===== src/rtl/bec_pkg.sv =====
// rtl/bec_pkg.sv - shared widths, operand indices and FSM encoding for the BEC operand loader
package bec_pkg;

    localparam int FIELD_W = 163;
    localparam int WORD_W  = 32;
    localparam int NWORDS  = 6;

    localparam logic [2:0] SEL_W1      = 3'd0;
    localparam logic [2:0] SEL_Z1      = 3'd1;
    localparam logic [2:0] SEL_W2      = 3'd2;
    localparam logic [2:0] SEL_Z2      = 3'd3;
    localparam logic [2:0] SEL_INV_W0  = 3'd4;
    localparam logic [2:0] SEL_D       = 3'd5;
    localparam logic [2:0] SEL_KEY     = 3'd6;
    localparam logic [2:0] SEL_ILLEGAL = 3'd7;

    typedef enum logic [1:0] {
        ST_LOAD   = 2'd0,
        ST_RUN    = 2'd1,
        ST_FINISH = 2'd2
    } state_t;

endpackage


===== src/rtl/bec_key_shifter.sv =====
// rtl/bec_key_shifter.sv - scalar key register, shift counter and shift-overflow error
module bec_key_shifter #(
    parameter int FIELD_W = bec_pkg::FIELD_W,
    parameter int WORD_W  = bec_pkg::WORD_W
) (
    input  logic              clk,
    input  logic              rst_n,
    input  logic              i_ld_en,
    input  logic [2:0]        i_ld_idx,
    input  logic [WORD_W-1:0] i_ld_data,
    input  logic              i_run,
    input  logic              i_next_key,
    input  logic              i_core_done,
    input  logic              i_clr,
    output logic              o_ki,
    output logic              o_err
);

    localparam int CNT_W = 8;

    logic [FIELD_W-1:0] r_key;
    logic [CNT_W-1:0]   r_cnt;
    logic               r_err;

    logic               w_shift_req;
    logic               w_ovf;
    logic               w_shift;
    logic [FIELD_W-1:0] w_ld_bits;
    logic [FIELD_W-1:0] w_ld_mask;

    // core_done has priority over a simultaneous key request
    assign w_shift_req = i_run && i_next_key && !i_core_done;
    // every key bit already consumed: refuse the shift and flag it
    assign w_ovf       = w_shift_req && (r_cnt == CNT_W'(FIELD_W));
    assign w_shift     = w_shift_req && !w_ovf;

    // bits of the last word that fall beyond FIELD_W drop off in the truncation
    assign w_ld_bits = FIELD_W'({{FIELD_W{1'b0}}, i_ld_data} << (WORD_W * i_ld_idx));
    assign w_ld_mask = FIELD_W'({{FIELD_W{1'b0}}, {WORD_W{1'b1}}} << (WORD_W * i_ld_idx));

    // key register: word writes while loading, one-bit right shift per accepted key request
    always_ff @(posedge clk or negedge rst_n) begin
        if (!rst_n) begin
            r_key <= '0;
        end else if (i_ld_en) begin
            r_key <= (r_key & ~w_ld_mask) | w_ld_bits;
        end else if (w_shift) begin
            r_key <= {1'b0, r_key[FIELD_W-1:1]};
        end
    end

    // shift counter: counts consumed key bits, cleared when a run finishes
    always_ff @(posedge clk or negedge rst_n) begin
        if (!rst_n) begin
            r_cnt <= '0;
        end else if (i_clr) begin
            r_cnt <= '0;
        end else if (w_shift) begin
            r_cnt <= r_cnt + 8'd1;
        end
    end

    // one-cycle overflow strobe
    always_ff @(posedge clk or negedge rst_n) begin
        if (!rst_n) begin
            r_err <= 1'b0;
        end else begin
            r_err <= w_ovf;
        end
    end

    assign o_ki  = r_key[0];
    assign o_err = r_err;

endmodule


===== src/rtl/bec_operand_loader.sv =====
// rtl/bec_operand_loader.sv - word-serial operand loader and run sequencer for the GF(2^163) scalar-multiplier core
module bec_operand_loader #(
    parameter int FIELD_W = bec_pkg::FIELD_W,
    parameter int WORD_W  = bec_pkg::WORD_W,
    parameter int NWORDS  = bec_pkg::NWORDS
) (
    input  logic               clk,
    input  logic               rst_n,
    input  logic               wr_valid,
    output logic               wr_ready,
    input  logic [2:0]         wr_sel,
    input  logic [WORD_W-1:0]  wr_data,
    input  logic               start,
    input  logic               core_done,
    input  logic               next_key,
    output logic [FIELD_W-1:0] w1,
    output logic [FIELD_W-1:0] z1,
    output logic [FIELD_W-1:0] w2,
    output logic [FIELD_W-1:0] z2,
    output logic [FIELD_W-1:0] inv_w0,
    output logic [FIELD_W-1:0] d,
    output logic               ki,
    output logic               core_enable,
    output logic [6:0]         loaded,
    output logic               busy,
    output logic               done_pulse,
    output logic               err
);

    import bec_pkg::*;

    state_t             r_state;
    state_t             w_next_state;
    logic               r_wr_ready;
    logic [2:0]         r_word_idx;
    logic [2:0]         r_cur_sel;
    logic [6:0]         r_loaded;
    logic               r_err;
    logic [FIELD_W-1:0] r_op [6];

    logic               w_accept;
    logic               w_illegal;
    logic               w_switch;
    logic               w_wr_en;
    logic               w_last;
    logic [2:0]         w_eff_idx;
    logic [FIELD_W-1:0] w_wr_bits;
    logic [FIELD_W-1:0] w_wr_mask;
    logic               w_start_err;
    logic               w_core_enable;
    logic               w_done_pulse;
    logic               w_key_err;
    logic               w_key_ld;
    logic               w_finish;

    // ready is registered so it stays low through reset and rises on the first edge after
    assign w_accept  = wr_valid && r_wr_ready;
    assign w_illegal = (wr_sel == SEL_ILLEGAL);
    // a different operand mid-load abandons the old one and restarts at word 0
    assign w_switch  = (r_word_idx != 3'd0) && (wr_sel != r_cur_sel);
    assign w_eff_idx = w_switch ? 3'd0 : r_word_idx;
    assign w_last    = (w_eff_idx == 3'(NWORDS - 1));
    assign w_wr_en   = w_accept && !w_illegal;
    assign w_key_ld  = w_wr_en && (wr_sel == SEL_KEY);
    assign w_finish  = (r_state == ST_FINISH);

    assign w_wr_bits = FIELD_W'({{FIELD_W{1'b0}}, wr_data} << (WORD_W * w_eff_idx));
    assign w_wr_mask = FIELD_W'({{FIELD_W{1'b0}}, {WORD_W{1'b1}}} << (WORD_W * w_eff_idx));

    // state register
    always_ff @(posedge clk or negedge rst_n) begin
        if (!rst_n) begin
            r_state <= ST_LOAD;
        end else begin
            r_state <= w_next_state;
        end
    end

    // next state and state-decoded outputs
    always_comb begin
        w_next_state  = r_state;
        w_core_enable = 1'b0;
        w_done_pulse  = 1'b0;
        w_start_err   = 1'b0;
        case (r_state)
            ST_LOAD: begin
                if (start) begin
                    if (r_loaded == 7'h7F) begin
                        w_next_state = ST_RUN;
                    end else begin
                        w_start_err = 1'b1;
                    end
                end
            end
            ST_RUN: begin
                w_core_enable = 1'b1;
                if (core_done) begin
                    w_next_state = ST_FINISH;
                end
            end
            ST_FINISH: begin
                w_done_pulse = 1'b1;
                w_next_state = ST_LOAD;
            end
            default: begin
                w_next_state = ST_LOAD;
            end
        endcase
    end

    // write-side ready follows the state being entered
    always_ff @(posedge clk or negedge rst_n) begin
        if (!rst_n) begin
            r_wr_ready <= 1'b0;
        end else begin
            r_wr_ready <= (w_next_state == ST_LOAD);
        end
    end

    // word position, active operand and per-operand completion mask
    always_ff @(posedge clk or negedge rst_n) begin
        if (!rst_n) begin
            r_word_idx <= '0;
            r_cur_sel  <= '0;
            r_loaded   <= '0;
        end else if (w_finish) begin
            r_loaded <= '0;
        end else if (w_wr_en) begin
            if (w_eff_idx == 3'd0) begin
                r_cur_sel <= wr_sel;
            end
            if (w_last) begin
                r_word_idx       <= 3'd0;
                r_loaded[wr_sel] <= 1'b1;
            end else begin
                r_word_idx <= w_eff_idx + 3'd1;
                if (w_eff_idx == 3'd0) begin
                    r_loaded[wr_sel] <= 1'b0;
                end
            end
        end
    end

    // operand registers take the accepted word in place; held untouched outside LOAD
    always_ff @(posedge clk or negedge rst_n) begin
        if (!rst_n) begin
            for (int i = 0; i < 6; i++) begin
                r_op[i] <= '0;
            end
        end else begin
            for (int i = 0; i < 6; i++) begin
                if (w_wr_en && (wr_sel == 3'(i))) begin
                    r_op[i] <= (r_op[i] & ~w_wr_mask) | w_wr_bits;
                end
            end
        end
    end

    // one-cycle protocol error strobe for illegal index, operand switch or premature start
    always_ff @(posedge clk or negedge rst_n) begin
        if (!rst_n) begin
            r_err <= 1'b0;
        end else begin
            r_err <= (w_accept && (w_illegal || w_switch)) || w_start_err;
        end
    end

    bec_key_shifter #(
        .FIELD_W (FIELD_W),
        .WORD_W  (WORD_W)
    ) u_key_shifter (
        .clk         (clk),
        .rst_n       (rst_n),
        .i_ld_en     (w_key_ld),
        .i_ld_idx    (w_eff_idx),
        .i_ld_data   (wr_data),
        .i_run       (w_core_enable),
        .i_next_key  (next_key),
        .i_core_done (core_done),
        .i_clr       (w_finish),
        .o_ki        (ki),
        .o_err       (w_key_err)
    );

    assign wr_ready    = r_wr_ready;
    assign w1          = r_op[SEL_W1];
    assign z1          = r_op[SEL_Z1];
    assign w2          = r_op[SEL_W2];
    assign z2          = r_op[SEL_Z2];
    assign inv_w0      = r_op[SEL_INV_W0];
    assign d           = r_op[SEL_D];
    assign loaded      = r_loaded;
    assign core_enable = w_core_enable;
    assign busy        = w_core_enable;
    assign done_pulse  = w_done_pulse;
    assign err         = r_err | w_key_err;

endmodule


===== config.mk =====
export PLATFORM = sky130hd
export DESIGN_NAME = bec_operand_loader
export DESIGN_NICKNAME = d
export VERILOG_FILES = /design/src/rtl/bec_pkg.sv /design/src/rtl/bec_key_shifter.sv /design/src/rtl/bec_operand_loader.sv
export SDC_FILE = /design/constraint.sdc
export NUM_CORES = 1
export LEC_CHECK = 0
export CAP_MARGIN = 10
export CELL_PAD_IN_SITES_DETAIL_PLACEMENT = 1
export CELL_PAD_IN_SITES_GLOBAL_PLACEMENT = 1
export CORE_AREA = 4 4 402 404
export DETAILED_ROUTE_END_ITERATION = 12
export DIE_AREA = 0 0 406 408
export DONT_BUFFER_PORTS = 1
export GPL_TIMING_DRIVEN = 0
export PLACE_DENSITY_LB_ADDON = 0.25
export SLEW_MARGIN = 10
export SYNTH_ARGS = -nofsm -noshare
export SYNTH_HDL_FRONTEND = slang
export SYNTH_SLANG_ARGS = --single-unit

===== constraint.sdc =====
create_clock -name clk -period 3.1 [get_ports clk]
set_input_delay 0.62 -clock clk [delete_from_list [all_inputs] [get_ports clk]]
set_output_delay 0.62 -clock clk [all_outputs]
set_load 0.05 [all_outputs]

Yosys cells after proc, flatten, opt, wreduce, memory -nomap -nowiden --
Cells that the tools add are included.
Operators by class: reduce and logical (&&, ||, !) cells 33, div/mod/pow operators 0, equal/unequal tests 13, shift-type cells 2, multiply operators 0, mux-type cells 21, bitwise gates (word level) 20, add/sub/neg operators 2, $lt $le $gt $ge 2
Operator list (number):
- 163-bit bitwise AND | 7
- 163-bit OR | 7
- 163-bit 2-to-1 mux | 2
- 163-bit NOT | 1
- 32-bit by 8-bit << shifter with 163-bit output | 1
- 32-bit by 8-bit << shifter with 163-bit output, first input constant | 1
- 7-bit 2-to-1 mux | 4
- 1-bit logical AND | 16
- 8-bit 2-to-1 mux | 2
- 3-bit == test, second input constant | 5
- 8-bit by 1-bit adder with 8-bit output, second input constant | 1
- 8-bit == test, second input constant | 1
- 7-bit bitwise AND | 1
- 7-bit == test, second input constant | 1
- 7-bit NOT | 1
- 7-bit OR | 1
- 3-bit by 2-bit == test with 1-bit output, second input constant | 2
- 3-bit logical NOT | 2
- 1-bit 2-to-1 mux | 6
- 2-bit 2-to-1 mux | 3
- 3-bit 2-to-1 mux | 2
- 2-bit nonzero test | 3
- 3-bit nonzero test | 2
- 2-bit logical NOT | 2
- 15 further kinds | 19
Word-level totals: bits in registers 1167, memories 0, RAM bits 0, latch bits 0, ROM bits 0

Logic depth before layout (Yosys ltp) --
Gate-level depths: netlist of run 1.
depth in word-level cells 10, depth in mapped cells 9

Hierarchy --
From an unflattened synthesis of run 1, not the netlist that was laid out.
Unflattened totals: cells, all modules 3298, area, all modules 46726.1 µm²
Modules (own cells, without submodules):
- bec_operand_loader | area an instance 37337.1 µm², cells each 2336, instances 1
- bec_key_shifter | area an instance 9389.0 µm², cells each 962, instances 1

Worst setup path before layout of run 1 --
Ideal clock, no wire load.
kind in2reg, start point input port wr_sel[2], end point register u_key_shifter.r_key[108], stages 9, arrival 2704 ps, library setup time 126 ps, buffers on the path 3, path slack 270 ps, required time 2974 ps, cell sequence buf_2 xor2_1 nor3_1 clkbuf_1 and3_1 ha_1 mux2i_1 clkbuf_1 a221o_1
Between the ends: word-level cells in the longest chain between the ends 8, elaborated cells on any way between the ends 15, those cells by class 3 x eq/ne; 2 x shift; 2 x mux; 3 x bitwise; 5 x reduce/logical
Ends and longest elaborated chain:
- start, declared | RTL line bec_operand_loader.sv:11 | input logic [2:0] wr_sel,
- 3-bit inequality test | RTL line bec_operand_loader.sv:60 | assign w_switch = (r_word_idx != 3'd0) && (wr_sel != r_cur_sel);
- 1-bit logical AND | RTL line bec_operand_loader.sv:60
- 3-bit 2-to-1 mux | RTL line bec_operand_loader.sv:61 | assign w_eff_idx = w_switch ? 3'd0 : r_word_idx;
- 32-bit by 8-bit << shifter with 163-bit output | RTL line bec_key_shifter.sv:39 | assign w_ld_mask = FIELD_W'({{FIELD_W{1'b0}}, {WORD_W{1'b1}}} << (WORD_W * i_ld_idx));
- 163-bit NOT | RTL line bec_key_shifter.sv:46 | r_key <= (r_key & ~w_ld_mask) | w_ld_bits;
- 163-bit bitwise AND | RTL line bec_key_shifter.sv:46
- 163-bit OR | RTL line bec_key_shifter.sv:46
- 163-bit 2-to-1 mux | RTL line bec_key_shifter.sv:45 | end else if (i_ld_en) begin
- end signal, assigned | RTL line bec_key_shifter.sv:46
- end signal, assigned | RTL line bec_key_shifter.sv:48 | r_key <= {1'b0, r_key[FIELD_W-1:1]};
- end, declared | RTL line bec_key_shifter.sv:21 | logic [FIELD_W-1:0] r_key;
Several ways; a longest one is shown, not always the timed one. A chain may end at the register's enable or synchronous reset.

Worst setup path in the final report of run 1 --
start point register r_wr_ready, in the netlist wr_ready, end point register r_op, in the netlist w1[153]
Between the ends: word-level cells in the longest chain between the ends 3
Ends and longest elaborated chain:
- start, declared | RTL line bec_operand_loader.sv:34 | logic r_wr_ready;
- start signal, assigned | RTL line bec_operand_loader.sv:116 | r_wr_ready <= (w_next_state == ST_LOAD);
- 1-bit logical AND | RTL line bec_operand_loader.sv:57 | assign w_accept = wr_valid && r_wr_ready;
- 1-bit logical AND | RTL line bec_operand_loader.sv:63 | assign w_wr_en = w_accept && !w_illegal;
- 1-bit logical AND | RTL line bec_operand_loader.sv:152 | if (w_wr_en && (wr_sel == 3'(i))) begin
- end signal, assigned by index | RTL line bec_operand_loader.sv:153 | r_op[i] <= (r_op[i] & ~w_wr_mask) | w_wr_bits;
- end, declared | RTL line bec_operand_loader.sv:39 | logic [FIELD_W-1:0] r_op [6];
Every way passes these cells.

==> results of run 1 <==
## power breakdown
group	total, uW	switching [uW]	internal [uW]
Combinational	3390	1640	1760
Sequential	25500	8260	17200
Clock	16300	6700	9600
## worst reg2reg max path: stages (launching register included)
cell and delay (ns):
dfrtp_2 0.64, and3b_1 0.22, clkbuf_1 0.30, nand2_1 0.52, nor2_4 0.27, buf_12 0.16, buf_2 0.42, mux2_2 0.40
## routing by layer
metal | GRT usage [%] | vias to the layer above | part of all wire [%]
li1 | - | 11200 | -
met2 | 34.9 | 959 | 49
met3 | 7.35 | 270 | 8.9
met5 | 0 | - | 0
met1 | 24.9 | 15000 | 39
met4 | 7.68 | 0 | 3.7
## per-stage QoR
step	cell area, um2	setup slack, ns
final	53100	0.0588
after global routing	53000	-0.0443
after CTS	52800	-0.109
after detailed placement	48000	-1.07
after global placement	47800	-1.02
after floorplan	45200	0.270
## state kept, by name, indices dropped and copies added (netlist names)
signal               count
r_cur_sel                3
loaded                   7
w2                     163
u_key_shifter.r_cnt      8
u_key_shifter.o_err      1
z1                     163
u_key_shifter.r_key    163
w1                     163
r_word_idx               3
z2                     163
d                      163
r_err                    1
inv_w0                 163
r_state                  2
wr_ready                 1
## cell type report
type                       instances  area share, %
multi-input combinational       1483           27.7
timing repair buffer              33           1.04
clock buffer                     200           7.34
sequential                      1167           55.0
inverter                          10         0.0707
clock inverter                    35           1.12
buffer                           316           2.73
antenna                           12         0.0566
tap                             2072           4.89
## cells in the final DEF, fill, tap and decap left out, types with 7 or more instances in the layout
master,n
dfrtp_1,1166
mux2_2,714
clkbuf_1,203
a22o_1,194
clkbuf_16,137
or3_1,131
o221a_2,130
buf_2,103
mux2_1,75
and3_1,35
a221o_1,32
buf_4,29
nand2_1,26
clkbuf_8,23
buf_1,20
diode_2,12
buf_16,12
inv_1,10
nand3_1,10
nor2_1,10
nor2_4,10
bufinv_16,10
buf_6,8
clkinv_2,8
nor2_2,7
## cell families after synthesis
logic type,Yosys count
mux,795
compound gates,389
fa+ha+maj,2
flops,1167
xor+xnor,11
buf+inv,326
simple gates,286
## worst max-delay path by stage
stage	slack, ns	to	start
finish	0.06	w1[153]	wr_ready
global route	-0.04	w1[57]	wr_ready
CTS	-0.11	w1[103]	r_cur_sel[1]
detailed placement	-1.07	w1[93]	wr_sel[2]
global placement	-1.02	w1[94]	wr_sel[2]
floorplan	0.27	u_key_shifter.r_key[108]	wr_sel[2]
## timing repair
action,4_1_cts,5_1_grt
endpoints found under the hold margin,415,213
gates cloned,0,0
endpoints found under the setup margin,729,285
pin swaps,4,1
setup buffers,8,2
resized for setup,34,12
hold buffers,5,6
==> key figures, run 1 <==
Cells and area
  – Final cell count without fillers: 5328
  – Core Util, Final: 33.6%
  – # fillers: 16300
  – Nets: approximately 3200
  – Syn-to-layout area delta: 17.4%
  – Layout cells sized above 1: roughly two fifths
  – Multi-input logic area: between 0.01 and 0.015 mm2
  – Storage cell area: slightly below 0.03 mm2

Setup path
  – Crit path arrival time: around 3.7 ns
  – CP Max Fanout: 10
  – Largest delay contributor family on the critical path: simple AND/OR/NAND/NOR gates
  – Reg-to-Reg End: w1[153]
  – CP Class: flip-flop to flip-flop
  – CP max stage cell: dfrtp_2
  – Worst Setup End Kind: flip-flop
  – Startpoint Class: flip-flop
  – Slowest stage delay, CP: 0.64 ns
  – CP Depth: 7
  – Worst R2R Path Depth: 7
  – Flop2flop setup slack: around 0.06 ns
  – Crit path buffers/inverters: 3
  – R2R Path Start: wr_ready
  – Required time worst endpoint: about 3.7 ns
  – Crit-path cells: and3b_1 > clkbuf_1 > nand2_1 > nor2_4 > buf_12 > buf_2 > mux2_2

Synth
  – Post-Synth Adder-Cell Area: less than 1%
  – EDFF count, synth: 0
  – Seq/Total Area, Yosys: between 60% and 70%
  – Synth Cell Area: around 0.045 mm2
  – Syn avg cell area: 15.2 um2
  – Commonest cells in the netlist: dfrtp_1 (1167), mux2_2 (714), a22o_1 (194)
  – Synthesis Warnings: 0
  – Post-synthesis mux area share: about a fifth
  – Gate Count Post-Synth: a little under 3000
  – Largest area contributor in the netlist: dfrtp_1
  – Synth Area in Simple Gates: 3.78%
  – Synth area leaders: dfrtp_1 (65%), mux2_2 (18%), a22o_1 (3.8%)
  – Main flop type after synthesis: dfrtp_1
  – Largest family of logic cells by synthesized area: multiplexers
  – Synth Area in Compound Gates: slightly above 8%
  – Xor and xnor area share after synthesis: 0.263%
  – Flops & latches, synth: 1167
  – Area share of the largest cell type after synthesis: 64.6%
  – Async SR Flop Fraction: 100%
  – Yosys cell types: 59
  – Syn_nets: approximately 3000
  – Most common cell in the synthesized netlist: dfrtp_1

Placed design
  – DP Cell Count: 5059
  – Routability congestion estimate: about 0.78
  – Number of buffer cells added on primary ports: 0
  – Detailed placement HPWL: 125 mm

Outcome
  – Failing checks: hold timing
  – Status: complete, but fails checks

Die
  – Chip Height: between 400 and 500 um
  – Die Span X: 406 um
  – CORE AREA: approximately 0.16 mm2
  – Number of I/O pins: between 1000 and 1500
  – Die area: roughly 0.17 mm2
  – Num rows: roughly 150
  – Initial Util: about 29%

STA
  – Unrepaired setup endpoints after global routing: yes
  – TNS Setup: 0 ns
  – Final Critical Period: between 3 and 4 ns
  – Fin. Hold Viols: ~230
  – Hold WS: -0.204 ns
  – Worst-Margin Slew: ~1.2 ns
  – Fmax: 0.329 GHz
  – Setup Skew: 0.0391 ns
  – Relative slew margins: about a fifth
  – Slew Viols, Final: 0
  – Setup Viol. Count Final: 0
  – Final worst path period share: 98.1%

Routing
  – DRT Wirelength: 179 mm
  – # DRC: 0
  – Vias: between 20000 and 30000
  – 1st-iter DRT viols: ~1900
  – Remaining antenna violation count: 0
  – Via density: just over 5
  – Pre-Repair DR Iteration Count: 5
  – Average wire per standard cell: roughly 34 um

Global route
  – Vias in the first global route: roughly 29000
  – Grt total ovfl: 0
  – Total Routing Usage GR: a little over a fifth
  – Initial antenna violation count: 17
  – First-pass GRT wire length: approximately 250 mm
  – Largest net degree at the start of global routing: about 250

Power and ir drop
  – Max IR drop VDD: between 0.5 and 0.6 mV
  – P_leak: 0.0250 uW
  – Power density cells: 851 mW/mm2
  – Tot Pwr: between 40000 and 50000 uW

Hold path
  – Hold Path Class: input port to asynchronous set/reset pin

Clock tree
  – Clock buffer depth: 3
  – Worst-path clk slew: about 0.06 ns
  – Worst-Skew Late Latency: 0.79 ns
  – CTS tree: done
  – Clock buffer count from CTS: about 140
  – H-tree levels: 4
  – Clock root buffer: clkbuf_16
  – Clk sinks: around 1200

Job
  – Max_cap viols: 0
(Power assumes the default switching activity.)
==> run 2: changes to the inputs <==
--- a/config.mk
+++ b/config.mk
@@ -8,9 +8,9 @@
 export CAP_MARGIN = 10
 export CELL_PAD_IN_SITES_DETAIL_PLACEMENT = 1
 export CELL_PAD_IN_SITES_GLOBAL_PLACEMENT = 1
-export CORE_AREA = 4 4 402 404
+export CORE_AREA = 4 4 399 401
 export DETAILED_ROUTE_END_ITERATION = 12
-export DIE_AREA = 0 0 406 408
+export DIE_AREA = 0 0 403 405
 export DONT_BUFFER_PORTS = 1
 export GPL_TIMING_DRIVEN = 0
 export PLACE_DENSITY_LB_ADDON = 0.25
==> constraint.sdc (replaced) <==
create_clock -name clk -period 3.5 [get_ports clk]
set_input_delay 0.7 -clock clk [delete_from_list [all_inputs] [get_ports clk]]
set_output_delay 0.7 -clock clk [all_outputs]
set_load 0.05 [all_outputs]
==> key figures, run 2 (synthesis gave the netlist of run 1 again) <==
Outcome
  – Status: completed

Global route
  – First-pass GRT wire length: 244 mm
  – Largest net degree at the start of global routing: just over 200
  – Vias in the first global route: between 20000 and 30000
  – Total Routing Usage GR: 21.0%
  – Grt total ovfl: 0
  – Initial antenna violation count: 18

Cells and area
  – Commonest non-fill, non-tap cell in the layout: dfrtp_1
  – Core Util, Final: approximately 34%
  – Layout cells sized above 1: 38.0%
  – Nets: roughly 3200
  – Post-route cell area: about 0.053 mm2
  – Commonest non-fill, non-tap cells in the layout: dfrtp_1 (1166), mux2_2 (714), clkbuf_1 (208)
  – # fillers: 16100
  – Syn-to-layout area delta: 16.7%

Power and ir drop
  – Combinational power share: about 7.4%
  – Switching power summed over all nets: between 10000 and 15000 uW
  – Power density cells: approximately 760 mW/mm2
  – Clock share of power: between 30% and 40%
  – Max IR drop VDD: approximately 0.47 mV
  – P_leak: between 0.02 and 0.025 uW
  – Int Power: ~25000 uW
  – Sequential Power Share: ~56%
  – Switch share: between 30 and 40%

Placed design
  – Number of buffer cells added on primary ports: 0
  – Placed cell areas: roughly 0.048 mm2
  – Routability congestion estimate: around 0.78
  – Setup WS pre-CTS: -0.758 ns
  – Detailed placement HPWL: approximately 120 mm

Die
  – Die Span X: slightly above 400 um
  – CORE AREA: ~0.16 mm2
  – Initial Util: a little under 30%
  – Die area: ~0.16 mm2
  – Num rows: ~150
  – Chip Height: 405 um
  – Number of I/O pins: roughly 1000

STA
  – Final setup margin: about 0.24 ns
  – Final Critical Period: ~3.3 ns
  – Hold WS: 0.0915 ns
  – Fin. Hold Viols: 0
  – Relative slew margins: roughly 13%
  – Unrepaired setup endpoints after global routing: no
  – Setup Skew: roughly 0.022 ns
  – Worst-Margin Slew: 1.30 ns
  – Setup Viol. Count Final: 0
  – Fmax: approximately 0.3 GHz
  – Slew Viols, Final: 0
  – Final worst path period share: 93.1%

Routing
  – DRT Wirelength: between 150 and 200 mm
  – Pre-Repair DR Iteration Count: 5
  – Remaining antenna violation count: 0
  – Average wire per standard cell: between 30 and 40 um
  – 1st-iter DRT viols: about 1800
  – # DRC: 0
  – Vias: roughly 27000
  – Via density: around 5.2

Hold path
  – Hold Path Class: input port to flip-flop
  – Hold path startpoint: core_done
  – Hold Path Cell Cnt: 1
  – Worst Hold End: r_state[1]

Setup path
  – Crit path arrival time: slightly below 4 ns
  – Flop2flop setup slack: between 0.2 and 0.25 ns
  – Worst Setup End Kind: flip-flop
  – Worst R2R Path Depth: 8
  – R2R Path Start: r_cur_sel[1]
  – CP Max Fanout: 10
  – Required time worst endpoint: ~4.1 ns
  – Reg-to-Reg End: w1[101]
  – CP Class: flip-flop to flip-flop
  – Startpoint Class: flip-flop

Clock tree
  – Clock root buffer: clkbuf_16
  – Clock buffer count from CTS: ~140
  – Worst-path clk slew: 0.06 ns
  – Clk sinks: about 1200
  – Clock buffer depth: 3
  – Worst-Skew Late Latency: around 0.76 ns
  – H-tree levels: 4
  – CTS tree: done

Job
  – Max_cap viols: 0
[run 2: changes by cell type in the layout (fill, tap and decap cells not counted), moves of 3 or more]
cell / delta
dlygate4sd3_1: -4
buf_16: -4
nand2_2: -6
nand3_1: +3
clkinv_2: +8
clkinv_4: +3
buf_4: -8
buf_12: -3
bufinv_16: -3
nor2_1: +3
diode_2: -4
clkbuf_16: +5
clkbuf_1: +5
nand2_1: +6
[run 2: routing by layer]
layer | part of all wire (%) | track usage, % | vias to the layer above | wire length [um]
li1 | - | - | 11200 | -
met1 | 39 | 25.1 | 15000 | 69800
met2 | 50 | 35.9 | 959 | 88600
met4 | 2.7 | 6.22 | 0 | 4810
met5 | 0 | 0 | - | 0
met3 | 7.9 | 7.01 | 236 | 14100
[run 2: layout make-up]
class / count / area [um2] / share of cell area (%)
Sequential cell: 1167 / 29200 / 55.4
Multi-Input combinational cell: 1483 / 14600 / 27.7
Clock buffer: 207 / 4000 / 7.58
Tap cell: 2058 / 2570 / 4.88
Buffer: 316 / 1440 / 2.74
Clock inverter: 42 / 543 / 1.03
Timing Repair Buffer: 14 / 295 / 0.560
Inverter: 10 / 37.5 / 0.0712
Antenna cell: 8 / 20.0 / 0.0380
[run 2: critical path, cell delays in order, from the launching register on]
cell and delay, ns:
dfrtp_1 0.44, xor2_2 0.23, nor3_4 0.38, clkbuf_2 0.30, and3_1 0.19, ha_1 0.37
nand3_1 0.46, clkbuf_1 0.42, a22o_1 0.33
[run 2: repair_timing]
item                                   CTS  global route
pin swaps                                2             0
resized for setup                       15             6
gates cloned                             0             1
endpoints found under the hold margin  154             2
buffers inserted                         2             0
hold buffers                             3             1
setup endpoints to repair              439           362
[run 2: how the worst max path moves through the flow]
stage               slack, ns          from                  endpoint  depth (start not counted)
finish                   0.24  r_cur_sel[1]                   w1[101]                          8
global route             0.04  r_cur_sel[1]                   w1[116]                          8
CTS                     -0.06  r_cur_sel[1]                   w1[101]                          8
detailed placement      -0.76     wr_sel[2]                    w1[94]                          6
global placement        -0.71     wr_sel[2]                    w1[94]                          6
floorplan                0.59     wr_sel[2]  u_key_shifter.r_key[108]                          9
[run 2: through the flow]
stage / std cells / power (uW) / setup TNS [ns]
after floorplan: 2976 / 23900 / 0
after global placement: 5034 / 25400 / -208.46
after detailed placement: 5041 / 25800 / -190.49
after CTS: 5295 / 40500 / -1.24
after global routing: 5299 / 41400 / 0
final: 5305 / 40000 / 0
[run 2: power groups by stage]
| stage | Combinational (uW) | Clock (uW) | Sequential (uW) |
|---|---|---|---|
| after detailed placement | 2980 | 0 | 22800 |
| after global routing | 3270 | 15500 | 22700 |
| after global placement | 2590 | 0 | 22800 |
| final | 2960 | 14500 | 22500 |
| after CTS | 3030 | 14900 | 22600 |
| after floorplan | 2060 | 0 | 21800 |
==> run 3: changes to the inputs <==
--- a/config.mk
+++ b/config.mk
@@ -5,13 +5,13 @@
 export SDC_FILE = /design/constraint.sdc
 export NUM_CORES = 1
 export LEC_CHECK = 0
+export BUFFER_PORTS_ARGS = -buffer_cell sky130_fd_sc_hd__buf_2
 export CAP_MARGIN = 10
 export CELL_PAD_IN_SITES_DETAIL_PLACEMENT = 1
 export CELL_PAD_IN_SITES_GLOBAL_PLACEMENT = 1
-export CORE_AREA = 4 4 399 401
+export CORE_AREA = 4 4 398 400
 export DETAILED_ROUTE_END_ITERATION = 12
-export DIE_AREA = 0 0 403 405
-export DONT_BUFFER_PORTS = 1
+export DIE_AREA = 0 0 402 404
 export GPL_TIMING_DRIVEN = 0
 export PLACE_DENSITY_LB_ADDON = 0.25
 export SLEW_MARGIN = 10
==> constraint.sdc (replaced) <==
create_clock -name clk -period 4.1 [get_ports clk]
set_input_delay 0.82 -clock clk [delete_from_list [all_inputs] [get_ports clk]]
set_output_delay 0.82 -clock clk [all_outputs]
set_load 0.05 [all_outputs]
==> key figures, run 3 (synthesis gave the netlist of run 1 again) <==
Placed design
  – Placed cell areas: 0.0531 mm2
  – Detailed placement HPWL: 131 mm
  – Setup WS pre-CTS: -0.144 ns
  – Number of buffer cells added on primary ports: ~1000
  – Routability congestion estimate: between 0.8 and 0.9

Routing
  – # DRC: 0
  – Top layer in use: met5
  – Remaining antenna violation count: 0
  – 1st-iter DRT viols: 1793
  – Pre-Repair DR Iteration Count: 5
  – Met1 wire length: between 70 and 80 mm
  – Via density: about 4.9
  – Vias: 31100
  – DRT Wirelength: 183 mm
  – Average wire per standard cell: slightly below 30 um
  – Met2 routed WL: slightly above 90 mm
  – Routed wl met3: around 12 mm

STA
  – Setup Viol. Count Final: 0
  – Fin. Hold Viols: 0
  – Final worst path period share: slightly above 90%
  – Worst-Margin Slew: ~1.3 ns
  – Setup Skew: between 0.03 and 0.04 ns
  – Final Critical Period: approximately 3.8 ns
  – Unrepaired setup endpoints after global routing: no
  – Slew Viols, Final: 0
  – Final setup margin: roughly 0.35 ns
  – Relative slew margins: roughly a tenth
  – Fmax: approximately 0.27 GHz

Job
  – Max_cap viols: 0

Clock tree
  – Worst-path clk slew: 0.06 ns
  – Clk sinks: roughly 1200
  – Clock buffer count from CTS: about 140
  – Worst-Skew Late Latency: around 0.77 ns
  – Post-CTS setup buffers: 0
  – Clock root buffer: clkbuf_16
  – Clock buffer depth: 3
  – H-tree levels: 4
  – CTS tree: done

Setup path
  – Reg-to-Reg End: z1[92]
  – Required time worst endpoint: roughly 4.7 ns
  – Flop2flop setup slack: approximately 0.35 ns
  – CP Max Fanout: 10
  – Crit path arrival time: around 4.4 ns
  – R2R Path Start: r_word_idx[0]
  – Startpoint Class: flip-flop
  – Worst R2R Path Depth: 6
  – Worst Setup End Kind: flip-flop
  – CP Class: flip-flop to flip-flop

Global route
  – Total Routing Usage GR: 21.9%
  – First-pass GRT wire length: 257 mm
  – Largest net degree at the start of global routing: 147
  – Vias in the first global route: around 33000
  – Grt total ovfl: 0
  – Initial antenna violation count: 21

Die
  – Initial Util: 29.1%
  – Chip Height: about 400 um
  – Die Span X: between 400 and 500 um
  – Number of I/O pins: a little over 1000
  – CORE AREA: between 0.15 and 0.2 mm2
  – Num rows: about 150
  – Die area: 0.162 mm2

Hold path
  – Hold path startpoint: core_done
  – Hold Path Class: input port to flip-flop
  – Hold Path Cell Cnt: 2
  – Worst Hold End: r_state[1]

Outcome
  – Status: completed

Power and ir drop
  – Switch share: between 30% and 40%
  – Combinational power share: between 20 and 30%
  – Power density cells: 614 mW/mm2
  – Int Power: around 22000 uW
  – Switching power summed over all nets: 13000 uW
  – Max IR drop VDD: about 0.35 mV
  – P_leak: about 0.03 uW
  – Sequential Power Share: between 30% and 40%
  – Clock share of power: a little over a third

Cells and area
  – Post-route cell area: approximately 0.058 mm2
  – Syn-to-layout area delta: 27.6%
  – Nets: between 4000 and 5000
  – Layout cells sized above 1: 52.6%
  – Commonest non-fill, non-tap cells in the layout: dfrtp_1 (1167), buf_2 (1107), mux2_2 (714)
  – Commonest non-fill, non-tap cell in the layout: dfrtp_1
  – # fillers: about 17000
## run 3: changes by cell type in the layout (fill, tap and decap cells not counted), sizes merged
cell	change
buf	+1003
bufinv	-4
clkbuf	-11
clkinv	+7
clkinvlp	+2
diode	-3
dlygate4sd3	-1
inv	+5
## run 3: metrics by stage
| step | cells | util (%) | power (uW) | TNS (ns) | hold WS (ns) |
|---|---|---|---|---|---|
| after floorplan | 2976 | - | 20400 | 0 | 0.461 |
| after global placement | 6035 | 34.0 | 23200 | - | 0.464 |
| after detailed placement | 6047 | 34.2 | 23400 | -10.50 | 0.469 |
| after CTS | 6297 | 37.1 | 35800 | 0 | 0.234 |
| after global routing | 6298 | 37.1 | 36700 | 0 | 0.292 |
| final | 6303 | 37.1 | 35400 | 0 | 0.302 |
## run 3: layout make-up
type	instances	area (um2)	share of cell area, %
diodes	5	12.5	0.0217
plain buffers	316	1440	2.50
clock buffers	197	3980	6.90
clock inverters	52	571	0.990
inverters	10	37.5	0.0651
multi-input cells	1483	14500	25.2
flip-flops and latches	1167	29200	50.7
well taps	2058	2570	4.47
repair buffers	1015	5310	9.22
## run 3: power groups by stage
stage / Clock [uW] / Combinational, uW / Sequential [uW]
5_1_grt: 13100 / 9470 / 14100
4_1_cts: 12600 / 9260 / 13900
2_1_floorplan: 0 / 1750 / 18600
3_5_place_dp: 0 / 9230 / 14100
6_report: 12300 / 9130 / 13900
3_3_place_gp: 0 / 9130 / 14100
## run 3: how the worst max path moves through the flow
stage | slack (ns) | endpoint | cells after the start | start
final | 0.35 | z1[92] | 6 | r_word_idx[0]
after global routing | 0.16 | z1[77] | 6 | r_word_idx[0]
after CTS | 0.22 | z1[77] | 6 | r_word_idx[0]
after detailed placement | -0.14 | z1[92] | 7 | wr_sel[0]
after global placement | -25.09 | d[28] | 1 | rst_n
after floorplan | 1.07 | u_key_shifter.r_key[108] | 9 | wr_sel[2]
## run 3: worst max-delay path, stage by stage (launching register included)
cell	delay (ns)
dfrtp_1	0.36
clkbuf_1	0.22
nor3b_1	0.47
nand4_1	0.58
nor2_1	1.14
buf_2	0.47
mux2_2	0.38
## run 3: metal layers
| metal | track usage, % | vias to the layer above |
|---|---|---|
| met5 | 0 | - |
| met4 | 6.87 | 6 |
| met3 | 5.91 | 241 |
| met2 | 37.3 | 976 |
| met1 | 27.1 | 16700 |
| li1 | - | 13200 |
## run 3: repair_timing
action | CTS | global route
hold buffers | 1 | 0
hold endpoints to repair | 20 | 0
gates resized for setup | 0 | 0
